===== src/rtl/uart_pkg.sv =====
// Shared types and constants for the buffered UART transmitter.
package uart_pkg;

  typedef enum logic [2:0] {
    StIdle,
    StStart,
    StData,
    StParity,
    StStop
  } uart_state_e;

  localparam logic UART_IDLE_LVL  = 1'b1;
  localparam logic UART_START_LVL = 1'b0;

  // Width of the per-bit countdown that runs from clk_div-1 to 0.
  function automatic int unsigned baud_cnt_width(input int unsigned clk_div);
    return $clog2(clk_div);
  endfunction

endpackage


===== src/rtl/uart_sync_fifo.sv =====
// Synchronous FIFO with registered occupancy; head word is visible on rdata while not empty.
module uart_sync_fifo #(
  parameter int unsigned Width = 8,
  parameter int unsigned Depth = 4
) (
  input  logic                   clk,
  input  logic                   rst_n,
  input  logic                   push,
  input  logic [Width-1:0]       wdata,
  input  logic                   pop,
  output logic [Width-1:0]       rdata,
  output logic                   full,
  output logic                   empty,
  output logic [$clog2(Depth):0] count
);

  localparam int unsigned AddrW = $clog2(Depth);
  localparam logic [AddrW:0] FullCnt = (AddrW + 1)'(Depth);

  logic [Width-1:0] mem_q [Depth];
  logic [AddrW-1:0] wr_ptr_q, rd_ptr_q;
  logic [AddrW:0]   count_q;
  logic             do_push, do_pop;

  assign full    = (count_q == FullCnt);
  assign empty   = (count_q == '0);
  assign do_push = push & ~full;
  assign do_pop  = pop & ~empty;
  assign rdata   = mem_q[rd_ptr_q];
  assign count   = count_q;

  // Depth is a power of two, so pointers wrap by plain overflow.
  always_ff @(posedge clk) begin
    if (!rst_n) begin
      wr_ptr_q <= '0;
      rd_ptr_q <= '0;
      count_q  <= '0;
    end else begin
      if (do_push) wr_ptr_q <= wr_ptr_q + 1'b1;
      if (do_pop)  rd_ptr_q <= rd_ptr_q + 1'b1;
      if (do_push && !do_pop) begin
        count_q <= count_q + 1'b1;
      end else if (!do_push && do_pop) begin
        count_q <= count_q - 1'b1;
      end
    end
  end

  always_ff @(posedge clk) begin
    if (do_push) mem_q[wr_ptr_q] <= wdata;
  end

endmodule


===== src/rtl/uart_tx_buffered.sv =====
// Buffered UART transmitter: FIFO-fed, LSB-first frames sent back-to-back.
// Optional parity bit is built only when UART_TX_PARITY_EN is defined.
module uart_tx_buffered
  import uart_pkg::*;
#(
  parameter int unsigned DATA_BITS  = 8,
  parameter int unsigned CLK_DIV    = 16,
  parameter int unsigned STOP_BITS  = 1,
  parameter int unsigned FIFO_DEPTH = 4
) (
  input  logic                        clk,
  input  logic                        rst_n,
  input  logic [DATA_BITS-1:0]        in_data,
  input  logic                        in_valid,
  output logic                        in_ready,
  input  logic                        parity_en,
  input  logic                        parity_odd,
  output logic                        tx,
  output logic                        busy,
  output logic [$clog2(FIFO_DEPTH):0] fifo_count
);

  localparam int unsigned CntW = baud_cnt_width(CLK_DIV);
  localparam int unsigned BitW = $clog2(DATA_BITS);
  localparam logic [CntW-1:0] BaudLoad = CntW'(CLK_DIV - 1);
  localparam logic [BitW-1:0] LastData = BitW'(DATA_BITS - 1);
  localparam logic [BitW-1:0] LastStop = BitW'(STOP_BITS - 1);

  uart_state_e          state_q, state_d;
  logic [CntW-1:0]      baud_q, baud_d;
  logic [BitW-1:0]      bit_q, bit_d;
  logic [DATA_BITS-1:0] shift_q, shift_d;
  logic [DATA_BITS-1:0] fifo_rdata;
  logic                 fifo_pop, fifo_full, fifo_empty;
  logic                 bit_done, parity_on;

  uart_sync_fifo #(
    .Width(DATA_BITS),
    .Depth(FIFO_DEPTH)
  ) u_fifo (
    .clk  (clk),
    .rst_n(rst_n),
    .push (in_valid),
    .wdata(in_data),
    .pop  (fifo_pop),
    .rdata(fifo_rdata),
    .full (fifo_full),
    .empty(fifo_empty),
    .count(fifo_count)
  );

  assign in_ready = ~fifo_full;
  assign busy     = (state_q != StIdle);
  assign bit_done = (baud_q == '0);

`ifdef UART_TX_PARITY_EN
  logic par_en_q, par_en_d, par_bit_q, par_bit_d;
  assign parity_on = par_en_q;
`else
  logic unused_parity;
  assign unused_parity = parity_en ^ parity_odd;
  assign parity_on     = 1'b0;
`endif

  always_comb begin
    state_d  = state_q;
    baud_d   = bit_done ? baud_q : baud_q - 1'b1;
    bit_d    = bit_q;
    shift_d  = shift_q;
    fifo_pop = 1'b0;
`ifdef UART_TX_PARITY_EN
    par_en_d  = par_en_q;
    par_bit_d = par_bit_q;
`endif
    unique case (state_q)
      StIdle: fifo_pop = ~fifo_empty;
      StStart: begin
        if (bit_done) begin
          state_d = StData;
          baud_d  = BaudLoad;
          bit_d   = '0;
        end
      end
      StData: begin
        if (bit_done) begin
          shift_d = shift_q >> 1;
          baud_d  = BaudLoad;
          if (bit_q == LastData) begin
            bit_d   = '0;
            state_d = parity_on ? StParity : StStop;
          end else begin
            bit_d = bit_q + 1'b1;
          end
        end
      end
      StParity: begin
        if (bit_done) begin
          state_d = StStop;
          baud_d  = BaudLoad;
          bit_d   = '0;
        end
      end
      StStop: begin
        if (bit_done) begin
          baud_d = BaudLoad;
          if (bit_q == LastStop) begin
            bit_d    = '0;
            state_d  = StIdle;
            fifo_pop = ~fifo_empty;
          end else begin
            bit_d = bit_q + 1'b1;
          end
        end
      end
      default: state_d = StIdle;
    endcase

    // A pop always starts a new frame, whether from idle or straight out of stop.
    if (fifo_pop) begin
      state_d = StStart;
      baud_d  = BaudLoad;
      bit_d   = '0;
      shift_d = fifo_rdata;
`ifdef UART_TX_PARITY_EN
      par_en_d  = parity_en;
      par_bit_d = (^fifo_rdata) ^ parity_odd;
`endif
    end
  end

  always_comb begin
    tx = UART_IDLE_LVL;
    unique case (state_q)
      StStart:  tx = UART_START_LVL;
      StData:   tx = shift_q[0];
`ifdef UART_TX_PARITY_EN
      StParity: tx = par_bit_q;
`endif
      default:  tx = UART_IDLE_LVL;
    endcase
  end

  always_ff @(posedge clk) begin
    if (!rst_n) begin
      state_q <= StIdle;
      baud_q  <= '0;
      bit_q   <= '0;
      shift_q <= '0;
`ifdef UART_TX_PARITY_EN
      par_en_q  <= 1'b0;
      par_bit_q <= 1'b0;
`endif
    end else begin
      state_q <= state_d;
      baud_q  <= baud_d;
      bit_q   <= bit_d;
      shift_q <= shift_d;
`ifdef UART_TX_PARITY_EN
      par_en_q  <= par_en_d;
      par_bit_q <= par_bit_d;
`endif
    end
  end

endmodule

===== config.mk =====
export PLATFORM = sky130hd
export DESIGN_NAME = uart_tx_buffered
export DESIGN_NICKNAME = d
export VERILOG_FILES = /design/src/rtl/uart_pkg.sv /design/src/rtl/uart_sync_fifo.sv /design/src/rtl/uart_tx_buffered.sv
export SDC_FILE = /design/constraint.sdc
export NUM_CORES = 1
export LEC_CHECK = 0
export CORE_UTILIZATION = 39
export DETAILED_ROUTE_END_ITERATION = 16
export GPL_ROUTABILITY_DRIVEN = 1
export HOLD_SLACK_MARGIN = 0.05
export REMOVE_ABC_BUFFERS = 1
export SETUP_SLACK_MARGIN = 0.02
export SLEW_MARGIN = 30
export SYNTH_ARGS = -nofsm -noshare
export SYNTH_HDL_FRONTEND = slang
export SYNTH_SLANG_ARGS = --single-unit

===== constraint.sdc =====
create_clock -name clk -period 8.4 [get_ports clk]
set_clock_uncertainty 0.2 [all_clocks]
set_input_delay 1.68 -clock clk [delete_from_list [all_inputs] [get_ports clk]]
set_output_delay 1.68 -clock clk [all_outputs]
set_load 0.05 [all_outputs]

# == Yosys cells after proc, flatten, opt, wreduce, memory -nomap -nowiden ==
# Memories as Yosys holds them, arrays and structs flattened. A register that Yosys moved wholly into a read port is not among the register bits.
# Index checks and enable logic that the tools add are counted.
# totals
output_inout_bits,6
ramBits,32
reg_bits,25
n_memories,1
input_bits,13
wordCells,92
# op_classes
reduce_logical,20
add_sub_neg,6
mux,31
n_bitwise,6
eq_ne,20
# mem_list
memory,depth,word_bits,read_ports,rd_clocked_by_memory_dff,wr,line_no,text
u_fifo.mem_q,4,8,1,1,1,uart_sync_fifo.sv:20,logic [Width-1:0] mem_q [Depth];
# ops
cell,n
2-to-1 mux 3 bit,13
2-to-1 mux 8 bit,3
inequality test 3 x 2 -> 1 bit (second input constant),6
2-to-1 mux 4 bit,4
one-hot mux 3 bit (5 select lines),1
AND reduction 7 bit,2
inequality test 2 bit (second input constant),6
equality test 3 bit (second input constant),3
zero test 3 bit,3
one-hot mux 3 bit (3 select lines),1
adder 3 x 1 -> 3 bit (second input constant),2
equality test 3 x 2 -> 1 bit (second input constant),2
nonzero test 2 bit,3
nonzero test 3 bit,2
2-to-1 mux 1 bit,5
adder 2 x 1 -> 2 bit (second input constant),2
zero test 4 bit,1
2-to-1 mux 2 bit,2
inequality test 2 x 1 -> 1 bit (second input constant),2
NOT 1 bit,4
one-hot mux 1 bit (2 select lines),2
AND reduction 4 bit,1
OR reduction 2 bit,2
OR reduction 4 bit,1
7 further kinds,10

# == Logic depth before layout (Yosys ltp) ==
# Gate-level depths: netlist (run 1).
# depth
ltp_word,9
mapped_depth,12
depth_no_buf,12

# == Cells and area by module ==
# From an unflattened synthesis (run 1), not the netlist that was laid out.
# unflattened
hier_cells,213
hier_area_um2,2630.0
# modules_own_cells
mod,seq_area_each_um2,n_inst,area_each_um2,cells_each
uart_sync_fifo,1141.1,1,1639.1,90
uart_tx_buffered,360.3,1,991.0,123

# == Worst setup path before layout (run 1) ==
# Ideal clock, no wire load.
# synth_path
kind,input to register
from,input in_valid
to,"register u_fifo.count_q[2], in the netlist u_fifo.count[2]"
required_time_ns,8.129
cell_stages,7
n_path_buf,0
t_arrival_ns,3.265
setup_slack_ns,4.865
setup_time_ns,0.071
cell_sequence,a21boi_1 ha_1 inv_1 fa_1 xor2_1 or3_1 a21oi_1
# synth_between
elab_chain_cells,4
elab_cells_between_ends,6
cone_classes,mux: 1; bitwise: 1; reduce/logical: 4
# synth_lines
element,line_no,text
"start, declared",uart_tx_buffered.sv:14,"input logic in_valid,"
AND 1 bit (*),uart_sync_fifo.sv:27,assign do_push = push & ~full;
zero test 1 bit,uart_sync_fifo.sv:43,end else if (!do_push && do_pop) begin
logical AND 1 bit,uart_sync_fifo.sv:43,
nonzero test 2 bit (no source line),--,
"end signal, assigned",uart_sync_fifo.sv:42,count_q <= count_q + 1'b1;
"end signal, assigned",uart_sync_fifo.sv:44,count_q <= count_q - 1'b1;
"end, declared",uart_sync_fifo.sv:22,logic [AddrW:0] count_q;
# Mark *: on every way between the ends. The rest lies on a longest branch, timed or not.
# A chain may end at the register's enable or synchronous reset.

# == Worst setup path after layout (run 1) ==
# layout_path
from,register state_q[0]
to,output tx
# layout_between
elab_chain_cells,2
elab_cells_between_ends,3
cone_classes,eq/ne: 2; mux: 1
# layout_lines
element,line_no,text
"start, declared",uart_tx_buffered.sv:29,"uart_state_e state_q, state_d;"
"start signal, assigned",uart_tx_buffered.sv:145,state_q <= StIdle;
"start signal, assigned",uart_tx_buffered.sv:154,state_q <= state_d;
equality test 3 x 2 -> 1 bit or equality test 3 x 1 -> 1 bit (tied branches),uart_tx_buffered.sv:133,unique case (state_q)
one-hot mux 1 bit (2 select lines) (*),uart_tx_buffered.sv:133,
"end, declared",uart_tx_buffered.sv:18,"output logic tx,"
# Marks and branches as above.

==> flow_summary.json, run 1 <==
{
  "ctsHoldBuffers": 0,
  "crit_arrival_ns": 1.94,
  "cts_setup_buffers": 0,
  "grt_pass1_wl_mm": 7.438,
  "die_x_um": 83.83,
  "worst_pin_slew_ns": 0.6525,
  "cp.required_ns": 6.52,
  "holdCritStartpoint": "bit_q[0]",
  "period_share_pct": 45.48,
  "final_common_cell": "edfxtp_1",
  "slew_headroom_pct": 56.37,
  "top_layer": "met4",
  "r2r_start": "baud_q[0]",
  "outcome": "finished clean",
  "cts_root_buf": "clkbuf_8",
  "grt-ovfl-total": 0,
  "start_util_pct": 40.66,
  "r2r_cells": 12,
  "dp.cells": 290,
  "yosysSeqAreaShare_pct": 57.50,
  "rows": 29,
  "drive_gt1_share_pct": 16.16,
  "max-clock-path-buffers": 2,
  "vias_per_cell": 5.284,
  "hp-class": "register to register",
  "finalMaxSlewViolations": 0,
  "synth_cells": 203,
  "grt.total_usage_pct": 14.22,
  "ios": 19,
  "r2r_slack_ns": 5.45,
  "ys_seq_elements": 59,
  "place_congestion": 0.7409,
  "antennaDiodeCount": 0,
  "drtIter0Drc": 90,
  "cellPowerDensity_mw_per_mm2": 334.2,
  "ys_warn_count": 0,
  "fin_area_sq_mm": 0.003030,
  "avgSynthCellArea_sq_um": 12.86,
  "wl_per_cell_um": 14.61,
  "synth_area_leaders": "edfxtp_1, dfxtp_1, mux4_2, ha_1, a21oi_1",
  "post_dp_cell_area_sq_mm": 0.002844,
  "dr.pass1.iters": 4,
  "drc": 0,
  "met3WireLength_um": 148,
  "timing.critical_path.from_type": "register",
  "yosysTopAreaCell": "edfxtp_1",
  "cap_violations": 0,
  "die_area_sq_mm": 0.007027,
  "coreArea_sq_mm": 0.006422,
  "path_clk_slew_ns": 0.07,
  "synth_area_sq_mm": 0.002611,
  "synthArstFlopShare_pct": 0,
  "tns_ns": 0,
  "cp_max_fo": 7,
  "hold_path_end": "bit_q[0]",
  "numPortBuffers": 16,
  "dr_wl_met2_mm": 2.095,
  "cts_sinks": 59,
  "layout_common_cells": "edfxtp_1, dfxtp_1, clkdlybuf4s50_1, nor2_1, nand2_1",
  "drt-total-wl_mm": 4.470,
  "place_hpwl_mm": 3.035,
  "synth_ff_type": "edfxtp_1",
  "nets": 248,
  "rsz0062_at_grt": "false",
  "end_kind": "primary output",
  "synth_edf_count": 32,
  "htreeDepth": 3,
  "final_antenna_net_count": 0,
  "antenna_found_initial": 0,
  "max_freq_ghz": 0.2617,
  "drt-met1-wl_mm": 2.149,
  "min_period_ns": 3.821,
  "grt_start_max_net_pins": 20,
  "p_leak_nw": 1.043,
  "worstSetupPathType": "register to primary output",
  "numCtsBuffers": 9,
  "peakVddDrop_mv": 0.1246,
  "min_path_cells": 2,
  "setup_violations": 0,
  "cts_tree": "done",
  "final_cells": 306,
  "synth_cell_type_count": 52,
  "chipHeight_um": 83.83,
  "finalHoldViolCount": 0,
  "power_mw": 1.013,
  "area_growth_pct": 16.05,
  "vias": 1617,
  "cts_resized": 0,
  "clock_latency_ns": 0.33,
  "synth_top_area_share_pct": 36.80,
  "timing.rr.end": "u_fifo.count[2]",
  "grt_pass1_vias": 1488
}
==> power by group <==
part / internal [mW] / switching [mW]
Combinational: 0.153 / 0.197
Sequential: 0.364 / 0.0542
Clock: 0.136 / 0.109
Total: 0.653 / 0.360
==> flip-flops by register name (all words and copies together), names as in the netlist, named ones only <==
signal,cells
baud_q,4
bit_q,3
shift_q,8
state_q,3
u_fifo.count,3
u_fifo.mem_q,32
u_fifo.rd_ptr_q,2
u_fifo.wr_ptr_q,2
==> how the worst max path moves through the flow <==
stage               cells after the start        from         endpoint
floorplan                               7    in_valid  u_fifo.count[2]
global placement                        8    in_valid  u_fifo.count[2]
detailed placement                      8    in_valid  u_fifo.count[2]
CTS                                     4  state_q[0]               tx
global route                            8    in_valid  u_fifo.count[2]
finish                                  4  state_q[0]               tx
==> cell usage after synthesis, types with 2 or more instances <==
library cell and n:
or3_1 3, nor3_1 2, xor2_1 2, o21ai_0 5, and2_1 4, edfxtp_1 32
a31oi_1 2, inv_1 9, nand4_1 4, o21a_1 2, nor2_1 13, a21oi_1 10
dfxtp_1 27, o31a_1 2, mux4_2 8, o221a_2 2, o211ai_1 5, ha_1 10
nand2_1 12, clkbuf_1 5, nand2b_1 4, nand3_1 8, mux2i_1 3
==> cell families (layout without fill, tap and decap cells) <==
family / after synthesis / after routing / synth area share, %
DFF: 59 / 59 / 57.50
and+or+nand+nor: 58 / 58 / 12.03
muxes: 11 / 11 / 8.050
xor gates and xnor gates: 3 / 3 / 1.006
buffers and inverters: 17 / 43 / 2.587
adders and majority gates: 11 / 11 / 5.558
AOI/OAI and AO/OA: 44 / 44 / 13.27
==> worst max-delay path: stages, from the launching register on <==
cell	delay [ns]
dfxtp_1	0.42
nand2b_1	0.20
nor2_1	0.06
o21bai_1	0.12
clkdlybuf4s50_1	0.81
==> layer usage <==
metal | global-route usage, % | vias to the layer above
li1 | - | 803
met1 | 17.95 | 784
met2 | 21.68 | 21
met3 | 5.341 | 9
met4 | 6.583 | 0
met5 | 0 | -
==> cell type report <==
class | instances | area, sq um
tap | 77 | 96.34
multi-input combinational | 127 | 1042
sequential | 59 | 1501
timing repair buffer | 16 | 160.2
clock inverter | 5 | 55.05
inverter | 11 | 43.79
clock buffer | 11 | 131.4
fill | 589 | 3392
==> stage by stage <==
step	hold slack, ns	util (%)	setup WS (ns)
CTS	0.2754	47.18	4.577
global route	0.3022	47.18	4.372
finish	0.2725	47.18	4.579
floorplan	0.2489	-	4.865
detailed placement	0.2669	44.28	4.240
global placement	0.2624	44.28	4.229
(Power assumes the default switching activity.)
==> inputs of run 2 (changes only) <==
==> constraint.sdc (replaced) <==
create_clock -name clk -period 3.9 [get_ports clk]
set_clock_uncertainty 0.2 [all_clocks]
set_input_delay 0.78 -clock clk [delete_from_list [all_inputs] [get_ports clk]]
set_output_delay 0.78 -clock clk [all_outputs]
set_load 0.05 [all_outputs]
==> flow_summary.json, run 2 (synthesis results as in run 1) <==
{
  "finalMaxSlewViolations": 0,
  "final_common_cell": "edfxtp_1",
  "drtIter0Drc": 64,
  "tns_ns": 0,
  "fin_hold_ws_ns": 0.2707,
  "hp-class": "register to register",
  "dp_slack_ns": 0.6380,
  "crit_arrival_ns": 3.06,
  "slew_headroom_pct": 57.62,
  "drc": 0,
  "nets": 248,
  "p_int_mw": 1.510,
  "grt_pass1_wl_mm": 7.472,
  "place_hpwl_mm": 3.103,
  "largestRegisters": "u_fifo.mem_q: 32 flops, shift_q: 8 flops, baud_q: 4 flops",
  "power_mw": 2.295,
  "timing.critical_path.from_type": "register",
  "grt_start_max_net_pins": 20,
  "place_congestion": 0.7527,
  "peakVddDrop_mv": 0.3100,
  "final_cells": 306,
  "cts_tree": "done",
  "cellPowerDensity_mw_per_mm2": 745.2,
  "fin_ws_ns": 0.9062,
  "vias": 1641,
  "cts_setup_buffers": 0,
  "coreArea_sq_mm": 0.006422,
  "combPwrFrac_pct": 32.9,
  "worst_pin_slew_ns": 0.6337,
  "power.clock.fraction_pct": 27.8,
  "p_sw_share_pct": 34.23,
  "grt.total_usage_pct": 14.06,
  "drt-total-wl_mm": 4.583,
  "worstSetupPathType": "register to register",
  "cts_resized": 0,
  "rsz0062_at_grt": "false",
  "ios": 19,
  "max-clock-path-buffers": 2,
  "rows": 29,
  "antenna_found_initial": 0,
  "numPortBuffers": 16,
  "htreeDepth": 3,
  "finalHoldViolCount": 0,
  "layout_common_cells": "edfxtp_1, dfxtp_1, clkdlybuf4s50_1, nor2_1, nand2_1",
  "clock_latency_ns": 0.33,
  "max_freq_ghz": 0.3340,
  "switchingPower_mw": 0.7858,
  "cts_root_buf": "clkbuf_8",
  "fin_util_pct": 47.96,
  "fin_area_sq_mm": 0.003080,
  "drive_gt1_share_pct": 17.03,
  "die_x_um": 83.83,
  "dr.pass1.iters": 4,
  "vias_per_cell": 5.363,
  "cts_sinks": 59,
  "start_util_pct": 40.66,
  "dp.cells": 290,
  "wl_per_cell_um": 14.98,
  "cp.required_ns": 3.96,
  "antennaDiodeCount": 0,
  "die_area_sq_mm": 0.007027,
  "path_clk_slew_ns": 0.07,
  "setup_violations": 0,
  "outcome": "finished clean",
  "largest_reg_flops": 32,
  "post_dp_cell_area_sq_mm": 0.002844,
  "final_antenna_net_count": 0,
  "cp_max_fo": 8,
  "p_seq_share_pct": 39.3,
  "grt_pass1_vias": 1580,
  "largest_register": "u_fifo.mem_q",
  "p_leak_nw": 1.070,
  "chipHeight_um": 83.83,
  "grt-ovfl-total": 0,
  "numCtsBuffers": 9,
  "area_growth_pct": 17.97,
  "period_share_pct": 76.76,
  "end_kind": "register",
  "cap_violations": 0,
  "ctsHoldBuffers": 0,
  "min_period_ns": 2.994
}
## run 2: cell types whose count changed in the layout (fill, tap and decap cells not counted), sizes merged
cell      before  now
bufinv         1    2
clkinvlp       2    1
## run 2: metal layers
layer	up-vias	part of all wire [%]	global-route usage, %	wire (um)
met4	0	1.0	4.389	48
met2	29	48	22.88	2209
li1	808	-	-	-
met5	-	0	0	0
met3	7	4.2	5.935	194
met1	797	46	16.92	2131
## run 2: final timing paths
check,start,end,slack (ns),depth (start not counted)
setup / recovery,baud_q[0],u_fifo.count[2],0.91,12
hold / removal,bit_q[0],bit_q[0],0.27,2
setup reg to reg,baud_q[0],u_fifo.count[2],0.91,12
hold reg to reg,bit_q[0],bit_q[0],0.27,2
## run 2: cell type report
class / count / area, sq um
Timing Repair Buffer: 16 / 160.2
Clock buffer: 11 / 151.4
Tap cell: 77 / 96.34
Multi-Input combinational cell: 127 / 1042
Fill cell: 588 / 3342
Inverter: 11 / 43.79
Clock inverter: 5 / 85.08
Sequential cell: 59 / 1501
## run 2: worst max-delay path, stage by stage, from the launching register on
cell and delay, ns:
dfxtp_1 0.36, inv_1 0.07, ha_1 0.25, nor3b_4 0.21
a21boi_4 0.29, nor2_1 0.12, inv_2 0.17, ha_1 0.21
inv_1 0.06, fa_1 0.37, xor2_1 0.16, or3_1 0.30
a21oi_1 0.14
## run 2: power groups by stage
stage	Clock, mW	Combinational (mW)	Sequential [mW]
3_3_place_gp	0	0.747	0.914
2_1_floorplan	0	0.552	0.921
6_report	0.637	0.756	0.902
3_5_place_dp	0	0.758	0.916
5_1_grt	0.682	0.831	0.921
4_1_cts	0.656	0.763	0.903
